**src/rtl/mem_access_stage.sv**
```systemverilog
// mem_access_stage: pipeline memory stage placed after execute.
// Runs scalar (1 beat) and vector (BEATS beats) transfers over a 32-bit
// req/ack bus and produces one registered writeback bundle per register file.
// The single vector write port is shared between convolution writes (always
// first), vector loads and vector ALU pass-through.
// Optional build macro: MEM_ALIGN_CHK_EN -- misaligned memory operations are
// trapped (mem_err pulse, no bus request, no writeback) instead of having
// address bits [1:0] masked to zero.
module mem_access_stage #(
  parameter int VBYTES = 16
) (
  input  logic                clk,
  input  logic                reset,
  input  logic [4:0]          in_rD,
  input  logic [31:0]         in_s_result,
  input  logic [VBYTES*8-1:0] in_v_result,
  input  logic [31:0]         in_s_write,
  input  logic [VBYTES*8-1:0] in_v_write,
  input  logic                in_ldr,
  input  logic [1:0]          in_wb,
  input  logic                in_mem_rw,
  input  logic                in_mem_v,
  input  logic [VBYTES*8-1:0] conv_result,
  input  logic [4:0]          conv_addr,
  input  logic                conv_write,
  output logic                stall,
  output logic                mem_req,
  output logic                mem_we,
  output logic [31:0]         mem_addr,
  output logic [31:0]         mem_wdata,
  input  logic [31:0]         mem_rdata,
  input  logic                mem_ack,
`ifdef MEM_ALIGN_CHK_EN
  output logic                mem_err,
`endif
  output logic                s_wb_en,
  output logic [4:0]          s_wb_rD,
  output logic [31:0]         s_wb_data,
  output logic                v_wb_en,
  output logic [4:0]          v_wb_rD,
  output logic [VBYTES*8-1:0] v_wb_data
);

  localparam int VW    = VBYTES * 8;
  localparam int BEATS = VBYTES / 4;
  localparam int BW    = (BEATS > 1) ? $clog2(BEATS) : 1;
  localparam logic [BW-1:0] LAST_BEAT = BW'(BEATS - 1);

  localparam logic [1:0] ST_IDLE   = 2'd0;
  localparam logic [1:0] ST_ACCESS = 2'd1;
  localparam logic [1:0] ST_HOLD   = 2'd2;

  // Select 32-bit beat idx of a vector (beat 0 = least significant word).
  function automatic logic [31:0] get_word(input logic [VW-1:0] data,
                                           input logic [BW-1:0] idx);
    logic [31:0] w;
    w = 32'd0;
    for (int i = 0; i < BEATS; i++) begin
      w = (idx == BW'(i)) ? data[32*i +: 32] : w;
    end
    return w;
  endfunction

  // Replace 32-bit beat idx of a vector with word.
  function automatic logic [VW-1:0] put_word(input logic [VW-1:0] data,
                                             input logic [BW-1:0] idx,
                                             input logic [31:0]   word);
    logic [VW-1:0] r;
    r = data;
    for (int i = 0; i < BEATS; i++) begin
      r[32*i +: 32] = (idx == BW'(i)) ? word : r[32*i +: 32];
    end
    return r;
  endfunction

  logic [1:0]    state_q, state_d;
  logic [BW-1:0] beat_q, beat_d;
  logic [4:0]    rd_q, rd_d;
  logic          ldr_q, ldr_d;
  logic          vec_q, vec_d;
  logic [VW-1:0] store_q, store_d;
  logic [VW-1:0] ldbuf_q, ldbuf_d;
  logic          mem_req_q, mem_req_d;
  logic          mem_we_q, mem_we_d;
  logic [31:0]   mem_addr_q, mem_addr_d;
  logic [31:0]   mem_wdata_q, mem_wdata_d;
  logic          s_wb_en_q, s_wb_en_d;
  logic [4:0]    s_wb_rd_q, s_wb_rd_d;
  logic [31:0]   s_wb_data_q, s_wb_data_d;
  logic          v_wb_en_q, v_wb_en_d;
  logic [4:0]    v_wb_rd_q, v_wb_rd_d;
  logic [VW-1:0] v_wb_data_q, v_wb_data_d;
`ifdef MEM_ALIGN_CHK_EN
  logic          err_q, err_d;
`endif

  logic          memop_s;
  logic          ack_s;
  logic          last_s;
  logic          stall_s;
  logic [BW-1:0] next_beat_s;
  logic [31:0]   base_addr_s;

  // Next-state, bus and writeback computation for all states.
  always_comb begin
    state_d     = state_q;
    beat_d      = beat_q;
    rd_d        = rd_q;
    ldr_d       = ldr_q;
    vec_d       = vec_q;
    store_d     = store_q;
    ldbuf_d     = ldbuf_q;
    mem_req_d   = mem_req_q;
    mem_we_d    = mem_we_q;
    mem_addr_d  = mem_addr_q;
    mem_wdata_d = mem_wdata_q;
    s_wb_en_d   = 1'b0;
    s_wb_rd_d   = s_wb_rd_q;
    s_wb_data_d = s_wb_data_q;
    v_wb_en_d   = 1'b0;
    v_wb_rd_d   = v_wb_rd_q;
    v_wb_data_d = v_wb_data_q;
`ifdef MEM_ALIGN_CHK_EN
    err_d       = 1'b0;
`endif
    stall_s     = 1'b0;
    memop_s     = in_ldr | in_mem_rw;
    // ack is only meaningful while a request is outstanding
    ack_s       = mem_ack & mem_req_q;
    last_s      = vec_q ? (beat_q == LAST_BEAT) : 1'b1;
    next_beat_s = beat_q + BW'(1'b1);
    // word-aligned base; low bits are either trapped or ignored
    base_addr_s = in_s_result & 32'hFFFF_FFFC;

    case (state_q)
      ST_IDLE: begin
        if (memop_s) begin
`ifdef MEM_ALIGN_CHK_EN
          if (err_q) begin
            // faulting op was reported last cycle; drop it and let upstream move on
            stall_s = 1'b0;
          end else if (in_s_result[1:0] != 2'b00) begin
            stall_s = 1'b1;
            err_d   = 1'b1;
          end else begin
`endif
            stall_s     = 1'b1;
            state_d     = ST_ACCESS;
            beat_d      = {BW{1'b0}};
            rd_d        = in_rD;
            ldr_d       = in_ldr;
            vec_d       = in_mem_v;
            store_d     = in_mem_v ? in_v_write : VW'(in_s_write);
            ldbuf_d     = {VW{1'b0}};
            mem_req_d   = 1'b1;
            mem_we_d    = in_mem_rw & ~in_ldr;
            mem_addr_d  = base_addr_s;
            mem_wdata_d = in_mem_v ? in_v_write[31:0] : in_s_write;
`ifdef MEM_ALIGN_CHK_EN
          end
`endif
        end else begin
          if (in_wb == 2'b01) begin
            s_wb_en_d   = 1'b1;
            s_wb_rd_d   = in_rD;
            s_wb_data_d = in_s_result;
          end else begin
            s_wb_en_d = 1'b0;
          end
          if (in_wb == 2'b10) begin
            if (conv_write) begin
              // port taken by the convolution write; retry next cycle
              stall_s = 1'b1;
            end else begin
              v_wb_en_d   = 1'b1;
              v_wb_rd_d   = in_rD;
              v_wb_data_d = in_v_result;
            end
          end else begin
            v_wb_en_d = 1'b0;
          end
        end
      end
      ST_ACCESS: begin
        if (ack_s) begin
          if (ldr_q) begin
            ldbuf_d = put_word(ldbuf_q, beat_q, mem_rdata);
          end else begin
            ldbuf_d = ldbuf_q;
          end
          if (last_s) begin
            stall_s   = 1'b0;
            state_d   = ST_IDLE;
            beat_d    = {BW{1'b0}};
            mem_req_d = 1'b0;
            mem_we_d  = 1'b0;
            if (ldr_q && vec_q) begin
              if (conv_write) begin
                state_d = ST_HOLD;
              end else begin
                v_wb_en_d   = 1'b1;
                v_wb_rd_d   = rd_q;
                v_wb_data_d = ldbuf_d;
              end
            end else if (ldr_q) begin
              s_wb_en_d   = 1'b1;
              s_wb_rd_d   = rd_q;
              s_wb_data_d = mem_rdata;
            end else begin
              s_wb_en_d = 1'b0;
            end
          end else begin
            stall_s     = 1'b1;
            beat_d      = next_beat_s;
            mem_addr_d  = mem_addr_q + 32'd4;
            mem_wdata_d = get_word(store_q, next_beat_s);
          end
        end else begin
          stall_s = 1'b1;
        end
      end
      ST_HOLD: begin
        stall_s = 1'b1;
        if (conv_write) begin
          state_d = ST_HOLD;
        end else begin
          state_d     = ST_IDLE;
          v_wb_en_d   = 1'b1;
          v_wb_rd_d   = rd_q;
          v_wb_data_d = ldbuf_q;
        end
      end
      default: begin
        state_d   = ST_IDLE;
        mem_req_d = 1'b0;
        mem_we_d  = 1'b0;
      end
    endcase

    // convolution results own the vector port whenever they arrive
    if (conv_write) begin
      v_wb_en_d   = 1'b1;
      v_wb_rd_d   = conv_addr;
      v_wb_data_d = conv_result;
    end else begin
      v_wb_en_d = v_wb_en_d;
    end
  end

  // State and output registers with synchronous reset.
  always_ff @(posedge clk) begin
    if (reset) begin
      state_q     <= ST_IDLE;
      beat_q      <= {BW{1'b0}};
      rd_q        <= 5'd0;
      ldr_q       <= 1'b0;
      vec_q       <= 1'b0;
      store_q     <= {VW{1'b0}};
      ldbuf_q     <= {VW{1'b0}};
      mem_req_q   <= 1'b0;
      mem_we_q    <= 1'b0;
      mem_addr_q  <= 32'd0;
      mem_wdata_q <= 32'd0;
      s_wb_en_q   <= 1'b0;
      s_wb_rd_q   <= 5'd0;
      s_wb_data_q <= 32'd0;
      v_wb_en_q   <= 1'b0;
      v_wb_rd_q   <= 5'd0;
      v_wb_data_q <= {VW{1'b0}};
`ifdef MEM_ALIGN_CHK_EN
      err_q       <= 1'b0;
`endif
    end else begin
      state_q     <= state_d;
      beat_q      <= beat_d;
      rd_q        <= rd_d;
      ldr_q       <= ldr_d;
      vec_q       <= vec_d;
      store_q     <= store_d;
      ldbuf_q     <= ldbuf_d;
      mem_req_q   <= mem_req_d;
      mem_we_q    <= mem_we_d;
      mem_addr_q  <= mem_addr_d;
      mem_wdata_q <= mem_wdata_d;
      s_wb_en_q   <= s_wb_en_d;
      s_wb_rd_q   <= s_wb_rd_d;
      s_wb_data_q <= s_wb_data_d;
      v_wb_en_q   <= v_wb_en_d;
      v_wb_rd_q   <= v_wb_rd_d;
      v_wb_data_q <= v_wb_data_d;
`ifdef MEM_ALIGN_CHK_EN
      err_q       <= err_d;
`endif
    end
  end

  assign stall     = stall_s;
  assign mem_req   = mem_req_q;
  assign mem_we    = mem_we_q;
  assign mem_addr  = mem_addr_q;
  assign mem_wdata = mem_wdata_q;
  assign s_wb_en   = s_wb_en_q;
  assign s_wb_rD   = s_wb_rd_q;
  assign s_wb_data = s_wb_data_q;
  assign v_wb_en   = v_wb_en_q;
  assign v_wb_rD   = v_wb_rd_q;
  assign v_wb_data = v_wb_data_q;
`ifdef MEM_ALIGN_CHK_EN
  assign mem_err   = err_q;
`endif

endmodule

```
**config.mk**
```make
export PLATFORM = sky130hd
export DESIGN_NAME = mem_access_stage
export DESIGN_NICKNAME = d
export VERILOG_FILES = /design/src/rtl/mem_access_stage.sv
export SDC_FILE = /design/constraint.sdc
export NUM_CORES = 1
export LEC_CHECK = 0
export ABC_CLOCK_PERIOD_IN_PS = 2110
export BUFFER_PORTS_ARGS = -buffer_cell sky130_fd_sc_hd__buf_2
export CAP_MARGIN = 25
export CORE_AREA = 2 2 284 286
export CTS_CLUSTER_DIAMETER = 200
export DETAILED_ROUTE_END_ITERATION = 8
export DIE_AREA = 0 0 286 288
export PLACE_DENSITY_LB_ADDON = 0.05
export REMOVE_ABC_BUFFERS = 1
export SYNTH_ARGS = -nofsm -noshare
export SYNTH_HDL_FRONTEND = slang
export SYNTH_SLANG_ARGS = --single-unit
```
**constraint.sdc**
```tcl
create_clock -name clk -period 2.11 [get_ports clk]
set_input_delay 0.3165 -clock clk [delete_from_list [all_inputs] [get_ports clk]]
set_output_delay 0.3165 -clock clk [all_outputs]
set_load 0.02 [all_outputs]
```
==> results of run 1 <==
==> power breakdown <==
| part | total [mW] | internal (mW) | switching [mW] |
|---|---|---|---|
| Clock | 10.5 | 6.18 | 4.34 |
| Sequential | 10.7 | 10.3 | 0.457 |
| Combinational | 9.01 | 3.91 | 5.10 |
| Total | 30.2 | 20.4 | 9.90 |
==> final timing paths <==
check,startpoint,endpoint,slack (ns),cells past startpoint
worst max register to register,state_q[0],mem_addr[2],-0.21,11
worst min-delay path,in_v_write[88],store_q[88],0.03,3
worst min register to register,store_q[88],store_q[88],0.45,2
worst max-delay path,state_q[0],mem_addr[2],-0.21,11
==> Yosys cell counts, types with 35 or more instances <==
cell type / n
a211oi_1: 79
a21oi_1: 373
a221oi_1: 132
a22oi_1: 37
a32o_1: 128
buf_1: 35
buf_2: 41
clkbuf_1: 251
dfxtp_1: 503
inv_1: 47
mux2i_1: 69
nand2_1: 303
nand3_1: 106
nor2_1: 130
o21ai_0: 62
o22ai_1: 129
or3_1: 131
==> sequential cells by signal (all words and copies together), names as in the netlist <==
register and count:
mem_wdata 32, mem_req 1, rd_q 5, mem_addr 30, beat_q 2, state_q 2
mem_we 1, v_wb_rD 5, s_wb_data 32, s_wb_en 1, v_wb_en 1, vec_q 1
s_wb_rD 5, v_wb_data 128, store_q 128, ldr_q 1, ldbuf_q 128
==> through the flow <==
step	std cells	cell area (sq um)	utilization, %
finish	4732	35200	44.2
global route	4730	35200	44.2
detailed placement	4426	29300	36.8
global placement	4426	29300	36.8
floorplan	2418	21700	-
CTS	4705	34200	42.9
==> kinds of logic after synthesis <==
group	share of synthesized area, %
adders and majority gates	0.704
buffers and inverters	6.80
other	0.0162
DFF	43.6
and+or+nand+nor	15.7
muxes	3.09
AOI/OAI and AO/OA	30.1
==> final cells by class <==
| class | count | share of cell area, % |
|---|---|---|
| clock buffer | 89 | 5.08 |
| tap | 1060 | 3.77 |
| sequential | 503 | 28.6 |
| multi-input combinational | 1867 | 36.2 |
| clock inverter | 19 | 0.540 |
| timing repair buffer | 1142 | 25.2 |
| antenna | 4 | 0.0284 |
| inverter | 48 | 0.547 |
==> metal layers <==
layer | GRT usage, % | vias up | routed length, microns
li1 | - | 12100 | -
met1 | 30.9 | 12500 | 45700
met2 | 44.4 | 818 | 55900
met3 | 4.70 | 159 | 6880
met4 | 7.51 | 20 | 3090
met5 | 0 | - | 138
==> what timing repair did <==
action	in CTS	in global routing
setup endpoints to repair	301	358
hold buffers	98	0
gates resized for setup	182	172
hold endpoints to repair	98	0
gates cloned	31	12
setup buffers	44	18
pin swaps	176	180
==> worst max-delay path: cells and delay by family, from the launching register on <==
family | cells | cell delay [ns]
buffers and inverters | 6 | 0.67
and+or+nand+nor | 2 | 0.54
AOI/OAI and AO/OA | 2 | 0.54
DFF | 1 | 0.34
adders and majority gates | 1 | 0.17
==> run metrics, run 1 <==
flops & latches, synth=503; area growth from synthesis to layout=52.4%; clk slew on worst S/H paths=0.06 ns; total global-route track usage=25.1%; share of layout cells above drive strength 1=38.5%; Post-synth top flop=dfxtp_1; htree depth=2; Max Buffers Root-to-Sink=3; Layout Skew=0.0212 ns; Slew HR=61.7%; Num Clock Sinks=503; Cell Pwr Density=859 mW/mm^2; I/O Pins=738; clk root buf=clkbuf_16; Initial Utilization=29.0%; LEAKAGE=14.4 nW; CP peak stage delay=0.41 ns; Post-DRT Antenna Nets=0; FP Rows=104; WS Path Type=reg2reg; Worst setup SP type=flop; detailed placement HPWL=71,900 microns; slowest cell on the critical path=a211o_4; Final nets=4,133; RSZ-0062 raised after global routing=yes; Die Span X=286 microns; total power=30.2 mW; Die Area=0.0824 sq mm; largest net degree at the start of global routing=98; Die Ht=288 microns; initial antenna violation count=15; Final Max Tran Viols=0; final setup vio count=342; final weighted congestion in routability-driven placement=0.823; Seq/Total Area, Yosys=43.6%; number of fill cells=7,970; register cell area after layout=0.0101 sq mm; Mapped Cells=2,756; number of synthesis warnings=0; routed wire length=112,000 microns; DRC Markers=0; most common cell after layout, fill and taps aside=buf_2; Hold Path Class=in2reg; Final Cycle Share=110%; Mean Syn Cell Area=8.38 sq um; Synth area leader=dfxtp_1; drt initial violations=1,913; port bufs=735; Num CTS Buffers=59; EDFF count, synth=0; ranking of synthesized cells by area=dfxtp_1 (44%), a21oi_1 (8.1%), a32o_1 (5.5%), a221oi_1 (5.0%), nand2_1 (4.9%); Worst Max-Slew Pin Slew=0.575 ns; CP arrival=2.89 ns; maxcap violations=0; VDD IR max=670 uV; top cell type's share of synthesized area=43.6%; gr ovfl total=0; minimum clock period=2.32 ns; DR vias=25,600; Multi-input gate area=0.0128 sq mm; most frequent cells in the layout=buf_2 (733), dfxtp_1 (499), nand2_1 (301), a21oi_1 (270), buf_4 (158); status=complete, but fails checks; first-pass GRT wire length=157,000 microns; most used cell, CP=buf_6; number of global-route vias before repair=24,500; WL/cell=23.6 microns; vias per cell=5.41; worst path cell trace=buf_6 -> inv_6 -> ha_4 -> buf_4 -> buf_6 -> nor3b_4 -> a211o_4 -> buf_6 -> buf_8 -> or3_4 -> a21oi_2; Crit. End Element=flop; maximum clock frequency=0.431 GHz; Yosys cell types=68; Clock Latency Late Sink=0.63 ns; setup_tns=-28.50 ns; cell area after synthesis=0.0231 sq mm; final worst slack=-0.210 ns; failing checks=setup timing; DRT Pass-1 Iters=5; Crit path required time=2.68 ns; Hold WS=0.0305 ns; Placement Setup Slack=-0.325 ns; CP Max Fanout=8; final hold viol count=0; TritonCTS clock tree=done; core area=0.0796 sq mm; post-synthesis async set-or-reset flop share=0%
Note: power is estimated with default switching activity, not from simulation.
==> run 2, diff against run 1 <==
==> constraint.sdc (replaced) <==
create_clock -name clk -period 2.11 [get_ports clk]
set_input_delay 0.3165 -clock clk [delete_from_list [all_inputs] [get_ports clk]]
set_output_delay 0.3165 -clock clk [all_outputs]
set_load 0.05 [all_outputs]
==> run metrics, run 2 (synthesized netlist as in run 1, its figures left out) <==
Hold WS=0.0502 ns (was 0.0305 ns); DRT Pass-1 Iters=5 (unchanged); LEAKAGE=14.5 nW (was 14.4 nW); final hold viol count=0 (unchanged); gr ovfl total=0 (unchanged); clk root buf=clkbuf_16 (unchanged); Die Ht=288 microns (unchanged); Worst setup SP type=flop (unchanged); WL/cell=23.1 microns (was 23.6 microns); post-layout util=44.0% (was 44.2%); final worst slack=-0.168 ns (was -0.210 ns); RSZ-0062 raised after global routing=yes (unchanged); slowest cell on the critical path=dfxtp_2 (was a211o_4); DRC Markers=0 (unchanged); htree depth=2 (unchanged); maximum clock frequency=0.439 GHz (was 0.431 GHz); Die Area=0.0824 sq mm (unchanged); Post-DP Area=0.0293 sq mm (about the same); largest net degree at the start of global routing=99 (was 98); Final Cycle Share=108% (was 110%); worst path cell trace=inv_4 -> ha_4 -> buf_6 -> buf_6 -> nor3b_4 -> buf_12 -> a211oi_4 -> buf_6 -> buf_6 -> a21oi_4 -> buf_12 -> clkbuf_16 -> a32o_1 (was buf_6 -> inv_6 -> ha_4 -> buf_4 -> buf_6 -> nor3b_4 -> a211o_4 -> buf_6 -> buf_8 -> or3_4 -> a21oi_2); number of global-route vias before repair=24,000 (was 24,500); Die Span X=286 microns (unchanged); routed wire length=109,000 microns (was 112,000 microns); DR vias=25,400 (was 25,600); share of layout cells above drive strength 1=36.1% (was 38.5%); Post-DRT Antenna Nets=0 (unchanged); CP arrival=2.77 ns (was 2.89 ns); Final Max Tran Viols=0 (unchanged); maxcap violations=0 (unchanged); total power=31.2 mW (was 30.2 mW); TritonCTS clock tree=done (unchanged); CP Max Fanout=8 (unchanged); area growth from synthesis to layout=51.7% (was 52.4%); most frequent cells in the layout=buf_2 (732), dfxtp_1 (498), a21oi_1 (346), nand2_1 (301), buf_4 (137) (was buf_2 (733), dfxtp_1 (499), nand2_1 (301), a21oi_1 (270), buf_4 (158)); I/O Pins=738 (unchanged); initial antenna violation count=12 (was 15); detailed placement HPWL=71,600 microns (was 71,900 microns); failing checks=setup timing (unchanged); cell family with most CP delay=buffers and inverters (unchanged); Num CTS Buffers=59 (unchanged); port bufs=735 (unchanged); fin area=0.0350 sq mm (was 0.0352 sq mm); Crit. End Element=flop (unchanged); most used cell, CP=buf_6 (unchanged); Initial Utilization=29.0% (unchanged); Clock Latency Late Sink=0.63 ns (about the same); Multi-input gate area=0.0127 sq mm (was 0.0128 sq mm); drt initial violations=1,651 (was 1,913); minimum clock period=2.28 ns (was 2.32 ns); FP Rows=104 (unchanged); final setup vio count=285 (was 342); register cell area after layout=0.0101 sq mm (about the same); final weighted congestion in routability-driven placement=0.824 (was 0.823); Cell Pwr Density=892 mW/mm^2 (was 859 mW/mm^2); Final nets=4,120 (was 4,133); Slew HR=63.8% (was 61.7%); Num Clock Sinks=503 (unchanged); first-pass GRT wire length=153,000 microns (was 157,000 microns); number of fill cells=8,048 (was 7,970); Layout Skew=0.0282 ns (was 0.0212 ns); core area=0.0796 sq mm (unchanged); clk slew on worst S/H paths=0.06 ns (about the same); vias per cell=5.38 (was 5.41); Buf/Inv on CP=8 (was 6); VDD IR max=634 uV (was 670 uV); WS Path Type=reg2reg (unchanged); most common cell after layout, fill and taps aside=buf_2 (unchanged); total global-route track usage=24.3% (was 25.1%); status=complete, but fails checks (unchanged); Max Buffers Root-to-Sink=3 (unchanged); Worst Max-Slew Pin Slew=0.543 ns (was 0.575 ns); Hold Path Class=in2reg (unchanged); CP peak stage delay=0.35 ns (was 0.41 ns); Crit path required time=2.61 ns (was 2.68 ns)
## run 2: tightest hold or removal path: stages
cell and delay (ns):
buf_2 0.11, mux2i_1 0.12, a211oi_1 0.08
## run 2: final cells by class
| cell class | instances | share of cell area, % |
|---|---|---|
| diodes | 4 | 0.0286 |
| clock buffers | 95 | 5.17 |
| clock inverters | 13 | 0.586 |
| inverters | 48 | 0.536 |
| multi-input cells | 1868 | 36.2 |
| flip-flops and latches | 503 | 28.8 |
| well taps | 1060 | 3.78 |
| repair buffers | 1128 | 24.9 |
## run 2: path summary, 6_finish.rpt
kind / from / end / slack, ns / cells after the start
min reg2reg: v_wb_data[125] / v_wb_data[125] / 0.45 / 2
max reg2reg: state_q[1] / ldbuf_q[59] / -0.17 / 13
min: in_s_result[18] / s_wb_data[18] / 0.05 / 3
max: state_q[1] / ldbuf_q[59] / -0.17 / 13
## run 2: power breakdown
| part | leakage (nW) | internal (mW) | total, mW | switching (mW) |
|---|---|---|---|---|
| clock | 0.994 | 6.44 | 10.7 | 4.25 |
| sequential | 4.12 | 10.3 | 10.7 | 0.455 |
| combinational | 9.40 | 3.69 | 9.84 | 6.15 |
| total | 14.5 | 20.4 | 31.2 | 10.9 |
## run 2: routing by layer
| layer | part of all wire [%] | vias up | global-route usage, % |
|---|---|---|---|
| met5 | 0.12 | - | 0 |
| li1 | - | 12100 | - |
| met1 | 41 | 12300 | 30.0 |
| met2 | 50 | 804 | 43.2 |
| met3 | 6.3 | 138 | 4.94 |
| met4 | 2.1 | 20 | 5.93 |
## run 2: what timing repair did
action                     in CTS  in global routing
hold endpoints to repair      103                  0
setup endpoints to repair     298                328
hold buffers                  103                  0
buffers inserted               36                 32
gates resized for setup       134                153
cloned                         19                 13
pin swaps                     156                 76
## run 2: stage by stage
| stage | worst slack, ns | cells | TNS [ns] |
|---|---|---|---|
| floorplan | -6.72 | 2418 | -2307.06 |
| global placement | -0.222 | 4421 | -20.49 |
| detailed placement | -0.228 | 4421 | -22.30 |
| CTS | -0.145 | 4686 | -20.27 |
| global route | -0.216 | 4717 | -39.52 |
| finish | -0.168 | 4719 | -19.99 |
==> run 3, diff against run 2 <==
Settings changed: CTS_BUF_LIST set to sky130_fd_sc_hd__clkbuf_16.
==> run metrics, run 3 (synthesized netlist as in run 1, its figures left out) <==
status=complete, but fails checks (unchanged); failing checks=setup timing (unchanged); TritonCTS clock tree=done (unchanged); core area=0.0796 sq mm (unchanged); port bufs=735 (unchanged); clk slew on worst S/H paths=0.06 ns (about the same); Die Ht=288 microns (unchanged); Initial Utilization=29.0% (unchanged); Max Buffers Root-to-Sink=3 (unchanged); total power=30.2 mW (was 31.2 mW); first-pass GRT wire length=153,000 microns (about the same); Final nets=4,103 (was 4,120); Num CTS Buffers=59 (unchanged); Final Max Tran Viols=0 (unchanged); RSZ-0062 raised after global routing=yes (unchanged); VDD IR max=634 uV (about the same); vias per cell=5.34 (was 5.38); Clock Latency Late Sink=0.63 ns (about the same); DRC Markers=0 (unchanged); total global-route track usage=24.3% (about the same); WS Path Type=reg2reg (unchanged); I/O Pins=738 (unchanged); WL/cell=22.9 microns (was 23.1 microns); Die Span X=286 microns (unchanged); most frequent cells in the layout=buf_2 (732), dfxtp_1 (498), a21oi_1 (311), nand2_1 (302), buf_4 (147) (was buf_2 (732), dfxtp_1 (498), a21oi_1 (346), nand2_1 (301), buf_4 (137)); Slew HR=63.9% (was 63.8%); post-layout util=42.9% (was 44.0%); area growth from synthesis to layout=47.8% (was 51.7%); Num Clock Sinks=503 (unchanged); largest net degree at the start of global routing=99 (unchanged); most common cell after layout, fill and taps aside=buf_2 (unchanged); detailed placement HPWL=71,600 microns (unchanged); minimum clock period=2.30 ns (was 2.28 ns); final worst slack=-0.187 ns (was -0.168 ns); Hold Path Class=in2reg (unchanged); Post-DRT Antenna Nets=0 (unchanged); Layout Skew=0.0241 ns (was 0.0282 ns); Crit path required time=2.66 ns (was 2.61 ns); number of global-route vias before repair=23,900 (was 24,000); final weighted congestion in routability-driven placement=0.824 (unchanged); number of fill cells=8,140 (was 8,048); CP arrival=2.85 ns (was 2.77 ns); htree depth=2 (unchanged); final hold viol count=0 (unchanged); clk root buf=clkbuf_16 (unchanged); Placement Setup Slack=-0.228 ns (unchanged); Die Area=0.0824 sq mm (unchanged); Cell Pwr Density=884 mW/mm^2 (was 892 mW/mm^2); share of layout cells above drive strength 1=34.9% (was 36.1%); Crit. End Element=flop (unchanged); FP Rows=104 (unchanged); Worst Max-Slew Pin Slew=0.541 ns (was 0.543 ns); final setup vio count=302 (was 285); DRT Pass-1 Iters=5 (unchanged); Final Cycle Share=109% (was 108%); DR vias=25,100 (was 25,400); Worst setup SP type=flop (unchanged); CP Max Fanout=11 (was 8); initial antenna violation count=13 (was 12); drt initial violations=1,867 (was 1,651); routed wire length=108,000 microns (was 109,000 microns); maxcap violations=0 (unchanged); LEAKAGE=14.1 nW (was 14.5 nW); gr ovfl total=0 (unchanged); maximum clock frequency=0.435 GHz (was 0.439 GHz)
[run 3: cell count changes in the layout (fill, tap and decap cells not counted), moves of 18 or more]
cell | previous run | this run
a221oi_2 | 61 | 26
clkbuf_8 | 18 | 0
or3_4 | 4 | 29
a21oi_1 | 346 | 311
a21oi_2 | 23 | 54
a221oi_1 | 58 | 106
or3_1 | 127 | 102
clkinv_1 | 0 | 18
[run 3: final timing paths]
| path | start | cells after the start | slack, ns | endpoint |
|---|---|---|---|---|
| max | state_q[0] | 11 | -0.19 | v_wb_data[88] |
| min | in_s_result[1] | 3 | 0.05 | s_wb_data[1] |
| max reg2reg | state_q[0] | 11 | -0.19 | v_wb_data[88] |
| min reg2reg | v_wb_data[8] | 2 | 0.45 | v_wb_data[8] |
[run 3: worst max-delay path, stage by stage, from the launching register on]
cell       delay (ns)
dfxtp_2          0.33
buf_6            0.12
ha_4             0.16
buf_8            0.14
a221oi_2         0.21
buf_4            0.15
a31oi_4          0.09
buf_8            0.16
clkbuf_16        0.19
clkbuf_16        0.16
or3_1            0.38
a21oi_1          0.13
[run 3: final cells by class]
type,instances,area [sq um],share of cell area (%)
Timing Repair Buffer,1111,8340,24.4
Antenna cell,4,10.0,0.0293
Tap cell,1060,1330,3.88
Inverter,48,190,0.557
Clock inverter,48,337,0.986
Clock buffer,60,1500,4.40
Sequential cell,503,10100,29.5
Multi-Input combinational cell,1868,12400,36.2
[run 3: through the flow]
step | instances | area (sq um) | TNS (ns) | hold slack [ns]
finish | 4702 | 34200 | -27.00 | 0.0548
global route | 4701 | 34100 | -49.36 | 0.0490
CTS | 4678 | 33300 | -25.98 | 0.00618
floorplan | 2418 | 21700 | -2307.06 | 0.385
detailed placement | 4421 | 29300 | -22.30 | 0.441
global placement | 4421 | 29300 | -20.49 | 0.437
[run 3: power by group]
part	internal, mW	total, mW	switching [mW]
clock network	5.70	9.93	4.23
logic	3.53	9.54	6.01
registers	10.3	10.7	0.447
total	19.5	30.2	10.7
[run 3: timing repair]
action | in CTS | in global routing
resized for setup | 87 | 132
setup buffers | 31 | 13
cloned | 17 | 10
hold endpoints to repair | 103 | 0
hold buffers | 103 | 0
pin swaps | 93 | 87
setup endpoints to repair | 298 | 325
[run 3: layer usage]
layer	up-vias	global-route usage, %	wire (microns)
met1	12200	30.2	45000
met3	129	4.74	6260
met2	689	43.3	54100
li1	12000	-	-
met5	-	0	134
met4	20	5.80	2320
